<file path="src/rtl/pdl_stack_ctl.sv">
// Control stage in front of the 1kx32 PDL RAM: owns the stack pointer and index registers,
// sequences push/pop/indexed accesses and returns read data with a fixed two-cycle latency.
module pdl_stack_ctl #(
  parameter int unsigned AW        = 10,
  parameter int unsigned DW        = 32,
  parameter int unsigned PDL_LIMIT = 1023
) (
  input  logic          clk,
  input  logic          reset,
  input  logic          req_valid,
  output logic          req_ready,
  input  logic [2:0]    req_op,
  input  logic [DW-1:0] req_data,
  output logic          rsp_valid,
  output logic [DW-1:0] rsp_data,
  output logic          rsp_err,
  output logic [AW-1:0] ram_addr,
  output logic [DW-1:0] ram_data,
  output logic          ram_wren,
  output logic          ram_rden,
  input  logic [DW-1:0] ram_q,
  output logic [AW-1:0] pdl_ptr,
  output logic [AW-1:0] pdl_idx,
  output logic          ovf_err,
  output logic          unf_err,
  input  logic          clr_err
);

  typedef enum logic [2:0] {
    OpNop      = 3'd0,
    OpPush     = 3'd1,
    OpPop      = 3'd2,
    OpReadTop  = 3'd3,
    OpReadIdx  = 3'd4,
    OpWriteIdx = 3'd5,
    OpLoadPtr  = 3'd6,
    OpLoadIdx  = 3'd7
  } op_e;

  typedef enum logic [1:0] {
    StIdle  = 2'd0,
    StIssue = 2'd1,
    StWait  = 2'd2
  } state_e;

  localparam logic [AW-1:0] Limit = AW'(PDL_LIMIT);

  state_e        state_q, state_d;
  logic [AW-1:0] ptr_q, ptr_d;
  logic [AW-1:0] idx_q, idx_d;
  logic [AW-1:0] addr_q, addr_d;
  logic [DW-1:0] wdata_q, wdata_d;
  logic          wren_q, wren_d;
  logic          rden_q, rden_d;
  logic          pop_q, pop_d;
  logic          read_q, read_d;
  logic          refuse_q, refuse_d;
  logic          ovf_q, ovf_d;
  logic          unf_q, unf_d;
  op_e           op;

  assign op = op_e'(req_op);

  always_comb begin
    state_d  = state_q;
    ptr_d    = ptr_q;
    idx_d    = idx_q;
    addr_d   = addr_q;
    wdata_d  = wdata_q;
    wren_d   = 1'b0;
    rden_d   = 1'b0;
    pop_d    = pop_q;
    read_d   = read_q;
    refuse_d = refuse_q;
    // Error sets below override the clear.
    ovf_d    = ovf_q & ~clr_err;
    unf_d    = unf_q & ~clr_err;

    unique case (state_q)
      StIdle: begin
        if (req_valid) begin
          pop_d    = 1'b0;
          read_d   = 1'b0;
          refuse_d = 1'b0;
          unique case (op)
            OpPush: begin
              if (ptr_q == Limit) begin
                ovf_d = 1'b1;
              end else begin
                ptr_d   = ptr_q + AW'(1);
                addr_d  = ptr_q + AW'(1);
                wdata_d = req_data;
                wren_d  = 1'b1;
                state_d = StIssue;
              end
            end
            OpWriteIdx: begin
              addr_d  = idx_q;
              wdata_d = req_data;
              wren_d  = 1'b1;
              state_d = StIssue;
            end
            OpPop, OpReadTop, OpReadIdx: begin
              addr_d  = (op == OpReadIdx) ? idx_q : ptr_q;
              read_d  = 1'b1;
              state_d = StIssue;
              // A refused pop still walks ISSUE/WAIT so the response latency never changes.
              if (op == OpPop && ptr_q == '0) begin
                refuse_d = 1'b1;
                unf_d    = 1'b1;
              end else begin
                rden_d = 1'b1;
                pop_d  = (op == OpPop);
              end
            end
            OpLoadPtr: ptr_d = req_data[AW-1:0];
            OpLoadIdx: idx_d = req_data[AW-1:0];
            OpNop:     ;
            default:   ;
          endcase
        end
      end
      StIssue: begin
        if (pop_q) begin
          ptr_d = ptr_q - AW'(1);
        end
        state_d = read_q ? StWait : StIdle;
      end
      StWait:  state_d = StIdle;
      default: state_d = StIdle;
    endcase
  end

  always_ff @(posedge clk or posedge reset) begin
    if (reset) begin
      state_q  <= StIdle;
      ptr_q    <= '0;
      idx_q    <= '0;
      addr_q   <= '0;
      wdata_q  <= '0;
      wren_q   <= 1'b0;
      rden_q   <= 1'b0;
      pop_q    <= 1'b0;
      read_q   <= 1'b0;
      refuse_q <= 1'b0;
      ovf_q    <= 1'b0;
      unf_q    <= 1'b0;
    end else begin
      state_q  <= state_d;
      ptr_q    <= ptr_d;
      idx_q    <= idx_d;
      addr_q   <= addr_d;
      wdata_q  <= wdata_d;
      wren_q   <= wren_d;
      rden_q   <= rden_d;
      pop_q    <= pop_d;
      read_q   <= read_d;
      refuse_q <= refuse_d;
      ovf_q    <= ovf_d;
      unf_q    <= unf_d;
    end
  end

  // Strobe registers are only loaded on the IDLE->ISSUE transition, so they are high for ISSUE only.
  assign req_ready = (state_q == StIdle);
  assign ram_addr  = addr_q;
  assign ram_data  = wdata_q;
  assign ram_wren  = wren_q;
  assign ram_rden  = rden_q;
  assign rsp_valid = (state_q == StWait);
  assign rsp_err   = (state_q == StWait) & refuse_q;
  assign rsp_data  = (state_q == StWait && !refuse_q) ? ram_q : '0;
  assign pdl_ptr   = ptr_q;
  assign pdl_idx   = idx_q;
  assign ovf_err   = ovf_q;
  assign unf_err   = unf_q;

endmodule

</file>
<file path="config.mk">
export PLATFORM = sky130hd
export DESIGN_NAME = pdl_stack_ctl
export DESIGN_NICKNAME = d
export VERILOG_FILES = /design/src/rtl/pdl_stack_ctl.sv
export SDC_FILE = /design/constraint.sdc
export NUM_CORES = 1
export LEC_CHECK = 0
export CAP_MARGIN = 10
export CORE_ASPECT_RATIO = 0.5
export CORE_MARGIN = 10
export CORE_UTILIZATION = 46
export CTS_CLUSTER_SIZE = 24
export DETAILED_ROUTE_END_ITERATION = 16
export PLACE_DENSITY = 0.87
export SLEW_MARGIN = 20
export SYNTH_ARGS = -nofsm -noshare
export SYNTH_HDL_FRONTEND = slang
export SYNTH_SLANG_ARGS = --single-unit
</file>
<file path="constraint.sdc">
create_clock -name clk -period 6.45 [get_ports clk]
set_clock_uncertainty 0.2 [all_clocks]
set_input_delay 1.935 -clock clk [delete_from_list [all_inputs] [get_ports clk]]
set_output_delay 1.935 -clock clk [all_outputs]
set_load 0.005 [all_outputs]
</file>
==> key figures, run 1 <==
Outcome
  • Outcome: finished clean

Timing
  • TNS Setup: 0 ns
  • Max Fclk: 0.193 GHz
  • Worst hold-check slack: 0.283 ns
  • Final Cycle Share: 80.2%
  • Post-layout min period: 5.18 ns
  • Slew Viols, Final: 0
  • RSZ-0062 raised after global routing: false
  • Max_slew headroom: 34.8%
  • Endpoints failing setup: 0
  • Least-Margin Pin Slew: 0.976 ns
  • Final hold vios: 0

Power and ir drop
  • Power Density: 328 nW/um^2
  • NetSw: 611 uW
  • Internal power: 1290 uW
  • Sw frac: 32.1%
  • Leakage: 0.00233 uW
  • Total Power: 1900 uW
  • Combinational share of power: 38.3%
  • VDD IR max: 0.253 mV
  • Clk pwr share: 23.0%
  • Reg power frac: 38.6%

Synth
  • Synth unique cells: 60
  • Seq cells post-synth: 71
  • Post-synthesis xor/xnor area fraction: 0.228%
  • Largest family of logic cells by synthesized area: simple AND/OR/NAND/NOR gates
  • Number of synthesized flops with an enable pin: 0
  • Cells after synthesis: 378
  • Post-synthesis cell area: 3850 sq um
  • Synth top area cells: dfrtp_1 46%, mux2_2 11%, and2_1 6.0%, o21ai_0 3.3%, nand2_1 2.5%
  • Register area share after synthesis: 46.2%
  • Share of the synthesized area in the top cell type: 46.2%
  • Post-synthesis mux area share: 12.8%
  • Simple-Gate Fraction of Synth Area: 19.2%
  • Adder-Cell Fraction of Synth Area: 1.69%
  • Ys flop type: dfrtp_1
  • Area leader, netlist: dfrtp_1
  • Syn Area/Cell: 10.2 sq um
  • Synth Area in Compound Gates: 14.5%
  • YS warnings: 0
  • Post-synth net total: 451
  • Asr flop ratio synth: 100%

Global route
  • Global route overflow: 0
  • GRT Util Overall: 19.7%
  • Number of global-route vias before repair: 3611
  • Pin count of the biggest net entering global routing: 44
  • Initial antenna violation count: 0
  • First-pass GRT wire length: 20.0 mm

Drt
  • Routed len/inst: 19.6 um
  • DRT Pass-1 Iters: 7
  • Drc violations: 0
  • WL final: 12.7 mm
  • Vias post-DR: 3610
  • Via/cell ratio: 5.56
  • Detailed Route Iter0 Violations: 278
  • Routed Antenna Nets: 0

CTS
  • CTS H-Tree Depth: 3
  • CTS tree: done
  • CTS resizes: 0
  • Hold-fix buffers at CTS: 0
  • # clock sinks: 71
  • Total CTS buffers: 9
  • Setup bufs post-CTS: 0
  • Clock Latency Late Sink: 0.34 ns
  • Clk buf depth: 2
  • Root Buffer: clkbuf_16
  • CTS clock-pin slew for the worst setup and hold paths: 0.05 ns

Hold path
  • Worst Hold Class: register to register
  • Hold Path Stages: 2

Placed design
  • Gpl congestion: 0.919
  • Final HPWL DP: 9.68 mm
  • Port Buf Inserts: 171

Floorplanning
  • Std cell rows: 23
  • Die height: 84.7 um
  • Chip width: 149 um
  • CORE AREA: 8060 sq um
  • Die Area: 12600 sq um
  • Ports: 172
  • Initial Util: 47.7%

Final layout
  • N_diodes: 0
  • Layout cells sized above 1: 11.7%
  • Commonest non-fill, non-tap cells in the layout: 171 x clkdlybuf4s50_1, 71 x dfrtp_1, 39 x mux2_2
  • Commonest non-fill, non-tap cell in the layout: clkdlybuf4s50_1
  • Final-stage net count: 608
  • Synthesis-to-layout area growth: 51.0%
  • Filler instances: 580

Setup path
  • Worst R2R Path Depth: 6
  • WP data arrival: 3.04 ns
  • Worst Setup Start Kind: input pin
  • R2R Setup Slk: 3.37 ns
  • Critical Path Fanout Max: 1
  • Critical path type: input pin to output pin
  • Crit end category: output pin
  • Req. time, crit path: 4.32 ns

Run
  • # Max-Cap Violations: 0
## worst paths after layout
path,startpoint,end
min reg2reg,ram_addr[4],ram_addr[4]
max reg2reg,pdl_ptr[0],ram_data[11]
min in group asynchronous,reset,pdl_ptr[1]
min,ram_addr[4],ram_addr[4]
max in group asynchronous,reset,ram_addr[0]
max,ram_q[9],rsp_data[9]
## critical path: stages
cell,delay [ns]
clkdlybuf4s50_1,0.46
and2_1,0.12
clkdlybuf4s50_1,0.53
## flip-flops by register name, summed over array words and instances (netlist names)
name      count
ovf_err       1
pdl_idx      10
pdl_ptr      10
pop_q         1
ram_addr     10
ram_data     32
ram_rden      1
ram_wren      1
read_q        1
refuse_q      1
state_q       2
unf_err       1
## power by group through the flow
stage | registers [uW] | clock network, uW | logic, uW
after global placement | 726 | 0 | 720
after floorplan | 689 | 0 | 347
final | 736 | 438 | 730
after detailed placement | 737 | 0 | 734
after global routing | 759 | 462 | 795
after CTS | 732 | 441 | 739
## Yosys cell counts (all sizes together), types with 3 or more instances
cell,count
a21oi,12
maj3,4
buf,10
o21ai,26
and2,37
or4,3
nor2b,4
dfrtp,71
mux2,43
o31ai,4
nand2,26
a2bb2oi,3
clkbuf,19
or3,3
nor3,6
nor2,24
nand4,6
nand3,8
a31oi,10
o22a,3
and3,3
nand2b,4
inv,9
## cell type report
cell class | count | area, sq um | share of cell area [%]
multi-input cells | 269 | 1860 | 32.1
repair buffers | 175 | 1740 | 30.0
well taps | 112 | 140 | 2.41
flip-flops and latches | 71 | 1780 | 30.6
inverters | 9 | 33.8 | 0.582
clock buffers | 11 | 243 | 4.18
clock inverters | 2 | 10.0 | 0.172
## metal layers
| metal | track usage (%) | share of wire (%) | up-vias |
|---|---|---|---|
| met5 | 0 | 0 | - |
| met4 | 6.73 | 1.9 | 0 |
| met3 | 7.33 | 11 | 28 |
| met2 | 33.2 | 47 | 220 |
| met1 | 22.8 | 39 | 1694 |
| li1 | - | - | 1668 |
## through the flow
stage	area [sq um]	worst slack, ns	instances	utilization [%]
CTS	5810	1.25	649	72.1
finish	5810	1.27	649	72.1
global route	5810	1.23	649	72.1
detailed placement	5560	1.27	636	68.9
global placement	5560	1.26	636	68.9
floorplan	3850	2.26	378	-
## kinds of logic (layout without fill, tap and decap cells)
group	after synthesis	in the layout
AO/OA/AOI/OAI	84	84
flip-flops	71	71
multiplexers	44	44
AND/OR/NAND/NOR	134	134
buffers and inverters	38	197
XOR/XNOR	1	1
adder cells (fa/ha/maj)	6	6
(Power assumes the default switching activity.)
==> inputs of run 2 (changes only) <==
--- a/config.mk
+++ b/config.mk
@@ -8,10 +8,10 @@
 export CAP_MARGIN = 10
 export CORE_ASPECT_RATIO = 0.5
 export CORE_MARGIN = 10
-export CORE_UTILIZATION = 46
+export CORE_UTILIZATION = 42
 export CTS_CLUSTER_SIZE = 24
 export DETAILED_ROUTE_END_ITERATION = 16
-export PLACE_DENSITY = 0.87
+export PLACE_DENSITY = 0.81
 export SLEW_MARGIN = 20
 export SYNTH_ARGS = -nofsm -noshare
 export SYNTH_HDL_FRONTEND = slang
==> constraint.sdc (replaced) <==
create_clock -name clk -period 5 [get_ports clk]
set_clock_uncertainty 0.2 [all_clocks]
set_input_delay 1.5 -clock clk [delete_from_list [all_inputs] [get_ports clk]]
set_output_delay 1.5 -clock clk [all_outputs]
set_load 0.005 [all_outputs]
==> key figures, run 2 (same netlist as run 1, synthesis figures left out) <==
Outcome
  • Outcome: finished clean (unchanged)

Final layout
  • N_diodes: 0 (unchanged)
  • Layout cells sized above 1: 12.7% (was 11.7%)
  • Filler instances: 723 (was 580)
  • Final-stage net count: 612 (was 608)
  • Synthesis-to-layout area growth: 53.0% (was 51.0%)
  • Commonest non-fill, non-tap cell in the layout: clkdlybuf4s50_1 (unchanged)
  • Design area: 5880 sq um (was 5810 sq um)
  • Max reg flops: 32 (unchanged)
  • Commonest non-fill, non-tap cells in the layout: 171 x clkdlybuf4s50_1, 71 x dfrtp_1, 39 x mux2_2 (unchanged)

Setup path
  • Critical path type: input pin to output pin (unchanged)
  • Crit end category: output pin (unchanged)
  • WP data arrival: 2.59 ns (was 3.04 ns)
  • Worst Setup Start Kind: input pin (unchanged)
  • Req. time, crit path: 3.30 ns (was 4.32 ns)
  • Critical Path Fanout Max: 1 (unchanged)

CTS
  • CTS clock-pin slew for the worst setup and hold paths: 0.05 ns (about the same)
  • CTS tree: done (unchanged)
  • Hold-fix buffers at CTS: 0 (unchanged)
  • Root Buffer: clkbuf_16 (unchanged)
  • CTS resizes: 0 (unchanged)
  • Clock Latency Late Sink: 0.34 ns (about the same)
  • Total CTS buffers: 9 (unchanged)
  • Setup bufs post-CTS: 0 (unchanged)
  • Clk buf depth: 2 (unchanged)
  • CTS H-Tree Depth: 3 (unchanged)
  • # clock sinks: 71 (unchanged)

Drt
  • Via/cell ratio: 5.43 (was 5.56)
  • Vias post-DR: 3587 (was 3610)
  • WL final: 12.6 mm (was 12.7 mm)
  • Drc violations: 0 (unchanged)
  • Routed Antenna Nets: 0 (unchanged)
  • DRT Pass-1 Iters: 5 (was 7)
  • Detailed Route Iter0 Violations: 354 (was 278)
  • Routed len/inst: 19.0 um (was 19.6 um)

Global route
  • Initial antenna violation count: 0 (unchanged)
  • Global route overflow: 0 (unchanged)
  • Pin count of the biggest net entering global routing: 59 (was 44)
  • Number of global-route vias before repair: 3566 (was 3611)
  • First-pass GRT wire length: 19.9 mm (was 20.0 mm)
  • GRT Util Overall: 18.1% (was 19.7%)

Timing
  • TNS Setup: 0 ns (unchanged)
  • Max Fclk: 0.233 GHz
  • Max_slew headroom: 38.3% (was 34.8%)
  • Worst hold-check slack: 0.284 ns (was 0.283 ns)
  • Endpoints failing setup: 0 (unchanged)
  • Slew Viols, Final: 0 (unchanged)
  • Least-Margin Pin Slew: 0.917 ns (was 0.976 ns)
  • Final Cycle Share: 85.8%
  • RSZ-0062 raised after global routing: false (unchanged)
  • Final hold vios: 0 (unchanged)
  • Post-layout min period: 4.29 ns

Placed design
  • Final HPWL DP: 9.63 mm (was 9.68 mm)
  • Gpl congestion: 0.914 (was 0.919)
  • Placed inst area: 5590 sq um (was 5560 sq um)
  • Port Buf Inserts: 171 (unchanged)

Run
  • # Max-Cap Violations: 0 (unchanged)

Power and ir drop
  • VDD IR max: 0.264 mV (was 0.253 mV)
  • Leakage: 0.00237 uW (was 0.00233 uW)
  • Power Density: 428 nW/um^2 (was 328 nW/um^2)

Floorplanning
  • Chip width: 155 um (was 149 um)
  • CORE AREA: 8800 sq um (was 8060 sq um)
  • Initial Util: 43.7% (was 47.7%)
  • Std cell rows: 24 (was 23)
  • Die height: 87.7 um (was 84.7 um)
  • Ports: 172 (unchanged)
  • Die Area: 13600 sq um (was 12600 sq um)

Hold path
  • Worst Hold Class: register to register (unchanged)
[run 2: cell types whose count changed in the layout (fill, tap and decap cells not counted), sizes merged]
cell and change:
bufinv +1, clkinv +1, clkbuf +1, buf +4
[run 2: through the flow]
stage	total power [uW]	utilization [%]	std cells	worst slack (ns)
floorplan	1340	-	378	1.50
global placement	1870	63.6	645	0.681
detailed placement	1910	63.6	645	0.678
CTS	2540	66.9	661	0.678
global route	2670	66.9	661	0.635
finish	2520	66.9	661	0.708
[run 2: per-layer routing]
layer | GRT usage [%] | part of all wire, % | wire [um] | vias up
li1 | - | - | - | 1681
met1 | 21.6 | 41 | 5110 | 1701
met2 | 30.5 | 48 | 6030 | 192
met3 | 6.85 | 10 | 1310 | 13
met4 | 4.39 | 0.94 | 118 | 0
met5 | 0 | 0 | 0 | -
[run 2: critical path, cell delays in order]
cell	delay, ns
clkdlybuf4s50_1	0.45
and2_1	0.11
clkdlybuf4s50_1	0.53
[run 2: cell type report]
cell class	instances	area [sq um]	area share (%)
clock buffers	12	246	4.19
clock inverters	4	45.0	0.766
inverters	9	33.8	0.574
multi-input cells	269	1860	31.7
flip-flops and latches	71	1780	30.2
well taps	117	146	2.49
repair buffers	179	1770	30.1
[run 2: final timing paths]
kind	from	to	slack, ns	depth (start not counted)
worst max-delay path	ram_q[23]	rsp_data[23]	0.71	3
worst max register to register	pdl_ptr[0]	pdl_ptr[6]	2.05	7
min in group asynchronous	reset	ram_data[23]	1.23	2
max in group asynchronous	reset	ram_rden	2.35	3
worst min register to register	ram_addr[4]	ram_addr[4]	0.28	2
worst min-delay path	ram_addr[4]	ram_addr[4]	0.28	2
[run 2: report_power, final]
group	leakage, uW	internal (uW)	switching [uW]
Combinational	0.00136	580	362
Clock	0.000146	397	230
Sequential	0.000856	752	198
